`config.mk`:
```
export PLATFORM = sky130hd
export DESIGN_NAME = uart_cmd_ctrl
export DESIGN_NICKNAME = d
export VERILOG_FILES = /design/src/rtl/uart_cmd_pkg.sv /design/src/rtl/uart_cmd_ctrl.sv
export SDC_FILE = /design/constraint.sdc
export NUM_CORES = 1
export LEC_CHECK = 0
export ABC_CLOCK_PERIOD_IN_PS = 2200
export CAP_MARGIN = 10
export CORE_ASPECT_RATIO = 0.8
export CORE_MARGIN = 3
export CORE_UTILIZATION = 30
export DETAILED_ROUTE_END_ITERATION = 16
export GPL_TIMING_DRIVEN = 0
export PLACE_DENSITY_LB_ADDON = 0.05
export SLEW_MARGIN = 20
export SYNTH_ARGS = -nofsm -noshare
export SYNTH_HDL_FRONTEND = slang
export SYNTH_SLANG_ARGS = --single-unit
```
`constraint.sdc`:
```
create_clock -name CLK -period 2.2 [get_ports CLK]
set_input_delay 0.55 -clock CLK [delete_from_list [all_inputs] [get_ports CLK]]
set_output_delay 0.55 -clock CLK [all_outputs]
set_load 0.05 [all_outputs]
```
`src/rtl/uart_cmd_pkg.sv`:
```
// uart_cmd_pkg: command opcodes and controller state encoding
package uart_cmd_pkg;
  localparam logic [7:0] WR_CMD = 8'hAA;
  localparam logic [7:0] RD_CMD = 8'hBB;
  typedef enum logic [2:0] {
    IDLE    = 3'd0,
    WR_ADDR = 3'd1,
    WR_DATA = 3'd2,
    RD_ADDR = 3'd3,
    RD_WAIT = 3'd4,
    TX_SEND = 3'd5
  } state_t;
endpackage

```
`src/rtl/uart_cmd_ctrl.sv`:
```
// uart_cmd_ctrl: decodes UART write/read commands into register-file strobes and returns read data
module uart_cmd_ctrl
  import uart_cmd_pkg::*;
#(
  parameter int DATA_WIDTH = 8,
  parameter int ADDR_WIDTH = 4,
  parameter int RD_TIMEOUT = 15
) (
  input  logic                  CLK,
  input  logic                  RST,
  input  logic [DATA_WIDTH-1:0] RX_P_DATA,
  input  logic                  RX_D_VLD,
  output logic                  WrEn,
  output logic                  RdEn,
  output logic [ADDR_WIDTH-1:0] Address,
  output logic [DATA_WIDTH-1:0] WrData,
  input  logic [DATA_WIDTH-1:0] RdData,
  input  logic                  RdData_Valid,
  output logic [DATA_WIDTH-1:0] TX_P_DATA,
  output logic                  TX_D_VLD,
  input  logic                  TX_BUSY,
  output logic                  CMD_ERR
);
  localparam int CNT_W = $clog2(RD_TIMEOUT + 1);
  localparam logic [CNT_W-1:0] CNT_LAST = CNT_W'(RD_TIMEOUT - 1);
  state_t           state;
  logic [CNT_W-1:0] cnt;
  // cnt counts completed RD_WAIT edges; the RD_TIMEOUT-th one aborts unless RdData_Valid arrives on it
  always_ff @(posedge CLK or negedge RST) begin
    if (!RST) begin
      state     <= IDLE;
      WrEn      <= 1'b0;
      RdEn      <= 1'b0;
      TX_D_VLD  <= 1'b0;
      CMD_ERR   <= 1'b0;
      Address   <= '0;
      WrData    <= '0;
      TX_P_DATA <= '0;
      cnt       <= '0;
    end else begin
      WrEn     <= 1'b0;
      RdEn     <= 1'b0;
      TX_D_VLD <= 1'b0;
      CMD_ERR  <= 1'b0;
      case (state)
        IDLE: if (RX_D_VLD) begin
          if (RX_P_DATA == DATA_WIDTH'(WR_CMD)) state <= WR_ADDR;
          else if (RX_P_DATA == DATA_WIDTH'(RD_CMD)) state <= RD_ADDR;
          else CMD_ERR <= 1'b1;
        end
        WR_ADDR: if (RX_D_VLD) begin
          Address <= RX_P_DATA[ADDR_WIDTH-1:0];
          state   <= WR_DATA;
        end
        WR_DATA: if (RX_D_VLD) begin
          WrData <= RX_P_DATA;
          WrEn   <= 1'b1;
          state  <= IDLE;
        end
        RD_ADDR: if (RX_D_VLD) begin
          Address <= RX_P_DATA[ADDR_WIDTH-1:0];
          RdEn    <= 1'b1;
          cnt     <= '0;
          state   <= RD_WAIT;
        end
        RD_WAIT: begin
          if (RX_D_VLD) CMD_ERR <= 1'b1;
          if (RdData_Valid) begin
            TX_P_DATA <= RdData;
            state     <= TX_SEND;
          end else if (cnt == CNT_LAST) begin
            CMD_ERR <= 1'b1;
            state   <= IDLE;
          end else begin
            cnt <= cnt + 1'b1;
          end
        end
        TX_SEND: begin
          if (RX_D_VLD) CMD_ERR <= 1'b1;
          if (!TX_BUSY) begin
            TX_D_VLD <= 1'b1;
            state    <= IDLE;
          end
        end
        default: state <= IDLE;
      endcase
    end
  end
endmodule

```
# Word-level counts from Yosys, hierarchy flattened
# Index checks and enable logic that the tools add are counted.
[op_classes]
n_addsub = 1
n_eq_ne = 17
muxes = 25
reduce_logical = 8
[ops]
columns = ["op", "n"]
rows = [
  ["$mux 3", 9],
  ["$pmux 3 s6", 1],
  ["$eq 8x8->1 const B", 2],
  ["$ne 2x2->1 const B", 7],
  ["$mux 4", 3],
  ["$mux 1", 10],
  ["$pmux 4 s2", 1],
  ["$reduce_and 7->1", 1],
  ["$eq 3x2->1 const B", 2],
  ["$eq 3x3->1 const B", 2],
  ["$ne 3x3->1 const B", 2],
  ["$reduce_and 2->1", 3],
  ["$add 4x1->4 const B", 1],
  ["$eq 4x4->1 const B", 1],
  ["$reduce_and 4->1", 1],
  ["$eq 3x1->1 const B", 1],
  ["$logic_not 3->1", 1],
  ["$pmux 1 s3", 1],
  ["$reduce_bool 2->1", 1],
  ["$reduce_or 2->1", 1],
]
[totals]
register_bits = 31
in_bits = 21
out_inout_bits = 24
wordCells = 60

# Depth between registers and ports, before layout
[logic_depth]
word_depth = 5
depth_mapped = 5
mapped_depth_nobuf = 5

# Worst setup path after synthesis
# No wires, ideal clock.
[synth_path]
kind = "input port to flip-flop"
start = "in RX_D_VLD"
end = "reg WrData[0]"
setup_time_ns = 0.125
t_arrival_ns = 1.279
required_time_ns = 2.075
path_slack_ns = 0.796
path_stages = 4
path_buffers = 1
path_cell_list = "nor2b_4 -> and3b_1 -> buf_6 -> mux2_4"
[synth_via]
elab_chain_len = 1
[synth_rtl]
columns = ["item", "line", "rtl"]
rows = [
  ["from (decl)", "uart_cmd_ctrl.sv:12", "input logic RX_D_VLD,"],
  ["$reduce_and 2->1 (no line)", "-", ""],
  ["to (signal assigned)", "uart_cmd_ctrl.sv:37", "WrData <= '0;"],
  ["to (signal assigned)", "uart_cmd_ctrl.sv:56", "WrData <= RX_P_DATA;"],
  ["to (decl)", "uart_cmd_ctrl.sv:16", "output logic [DATA_WIDTH-1:0] WrData,"],
]
# No other way between the ends.
# A chain may end at the register's enable or synchronous reset.

# Worst setup path after layout
[layout_path]
start = "reg WrData[6]"
end = "out WrData[6]"
# No word-level cell between the ends.

==> results.md <==
- Status: finished clean
- Critical path's top delay family: buffers and inverters
- Syn Inst Count: 101
- Finished Layout Cells: 210
- Die height: 67.0 microns
- Fin crit share: 90.6%
- Critical path endpoint category: output port
- YS warnings: 0
- Worst setup path startpoint: WrData[6]
- Buffers on Ports: 44
- Die ar.: 0.00551 sq mm
- Horiz. Die Dim: 82.2 microns
- R2R setup slack: 700 ps
- Mean Syn Cell Area: 13.8 sq um
- DRC viols: 0
- Synthesized area: 0.00140 sq mm
- Mux share of post-synthesis cell area: 21.9%
- Vias: 940
- Crit-path cells: clkdlybuf4s50_1
- CTS Hold Buffers Added: 0
- Starting Density: 32.2%
- Clock root buffer: clkbuf_8
- Clk_lat worst skew: 280 ps
- Syn nets: 124
- Dpl hpwl: 2.06 mm
- Clock skew: 8.52 ps
- Maximum VDD drop: 0.568 mV
- Compound-Gate Fraction of Synth Area: 3.95%
- Yosys reg bits: 31
- Yosys cell types: 32
- Slew margin rel.: 52.7%
- Critical path peak fanout: 2
- Vias in the first global route: 960
- Reg2reg end: TX_P_DATA[3]
- Setup Fix Bufs, Post-CTS: 0
- # nets final: 175
- RSZ-0062 raised after global routing: no
- Most frequent cells in the layout: clkdlybuf4s50_1 (43), dfrtp_1 (31), mux2_2 (12)
- M1 WL: 1.30 mm
- Diodes inserted: 0
- Number of antenna violations at the first check in global routing: 0
- Overall Global Routing Usage: 11.2%
- Minimum clock period after layout: 1990 ps
- LEAKAGE: 0.904 nW
- Initial DRC count: 41
- CP Buf/Inv Count: 1
- Reg2reg start: state[1]
- DP Cell Count: 202
- Worst hold path class: input port to asynchronous set/reset pin
- # IOs: 45
- # H-tree levels: 2
- Num rows: 21
- Routed len/inst: 13.6 microns
- Pre-antenna DRT Iters: 4
- Total grt overflow: 0
- Worst-path clk slew: 70 ps
- Max incr delay on CP: 810 ps
- Slew @ Worst Pin: 709 ps
- Pin count of the biggest net entering global routing: 32
- Core Box Area: 0.00434 sq mm
- Startpoint types: flop
- Final setup fails: 0
- Routed met3 length: 264 microns
- Util after Layout: 46.2%
- Largest family of logic cells by synthesized area: multiplexers
- GPL Wtd Cong: 0.672
- Max-Cap Viols: 0
- Clk sink count: 31
- Final Hold Vio Count: 0
- CTS tree: done
- Synth Area in Simple Gates: 13.4%
- Sequential cell area fraction in the yosys report: 55.6%
- Req. time, crit path: 1650 ps
- R2r worst-path depth: 5
- Post-CTS Resized: 0
- First-pass GRT wire length: 4.52 mm
- CTS max path bufs: 2
- Top sig layer: met4
- Final WL: 2.85 mm
- Crit path kind: flop to output port
- Max-slew violation count: 0
- CP arrival: 1440 ps
- Share of cells above drive strength 1: 22.9%
- Critical Path Slowest Stage Cell: clkdlybuf4s50_1
- Most common cell after layout, fill and taps aside: clkdlybuf4s50_1
- CTS Buf Count: 5
- Placement Cell Area: 0.00190 sq mm
- P&R area growth vs syn: 43.5%
- Vias per inst: 4.48
- PD cells: 1380 mW/mm^2
- Adder-Cell Fraction of Synth Area: 1.79%
- FMAX: 502 MHz
- Antenna-violating nets left: 0
- Final Cell Area: 0.00200 sq mm
- XOR/XNOR share of the synthesized area: 0.628%
- Routed met2 length: 1.25 mm
[cells by family after synthesis]
group           after synthesis
flops                        31
simple gates                 29
mux                          25
compound gates                7
buf+inv                       6
fa+ha+maj                     2
xor+xnor                      1
[state kept, by name (all words and copies together) (netlist names)]
signal     cells
TX_P_DATA      8
WrData         8
Address        4
cnt            4
state          3
CMD_ERR        1
RdEn           1
TX_D_VLD       1
WrEn           1
[power by group]
group | switching [mW] | internal, mW | leakage, nW
clock network | 0.200 | 0.285 | 0.0515
registers | 0.117 | 0.778 | 0.396
logic | 0.829 | 0.546 | 0.456
[synth_stat cells, drive strengths merged]
master,instances,area (sq um)
a2bb2oi,1,8.76
a311oi,1,8.76
a31o,1,8.76
and2,1,6.26
and2b,1,7.51
and3,2,12.5
and3b,1,8.76
and4b,1,10.0
buf,4,31.3
dfrtp,31,776
ha,2,25.0
inv,2,7.51
mux2,20,255
mux2i,5,50.1
nand2,7,26.3
nand2b,1,6.26
nand3,3,15.0
nand3b,1,7.51
nand4b,1,8.76
nor2,3,11.3
nor2b,4,32.5
nor3,2,10.0
nor4b,1,23.8
o211ai,1,7.51
o21ai,1,5.00
o31ai,1,7.51
o41ai,1,8.76
xnor2,1,8.76
[per-stage QoR]
step	hold slack (ps)	power, mW	TNS [ps]	setup slack (ps)
floorplan	254	1.82	0	796
global placement	473	2.28	-971	-32.8
detailed placement	472	2.30	0	59.9
CTS	339	2.80	0	190
global route	381	2.90	0	157
finish	321	2.76	0	207
[metal layers]
metal	track usage [%]	vias to the layer above
li1	-	459
met1	13.9	447
met2	16.9	29
met3	4.46	5
met4	4.98	0
met5	0	-
[worst max-delay path by stage]
| stage | end | depth (start not counted) |
|---|---|---|
| floorplan | WrData[0] | 4 |
| global placement | WrData[4] | 1 |
| detailed placement | WrData[6] | 5 |
| CTS | WrData[6] | 1 |
| global route | WrData[7] | 1 |
| finish | WrData[6] | 1 |
[cell type report]
class | count | area, sq um
buffer | 4 | 31.3
clock buffer | 8 | 100
fill | 409 | 2330
inverter | 2 | 7.51
multi-input combinational | 64 | 581
sequential | 31 | 776
tap | 57 | 71.3
timing repair buffer | 44 | 435
(Power assumes the default switching activity.)
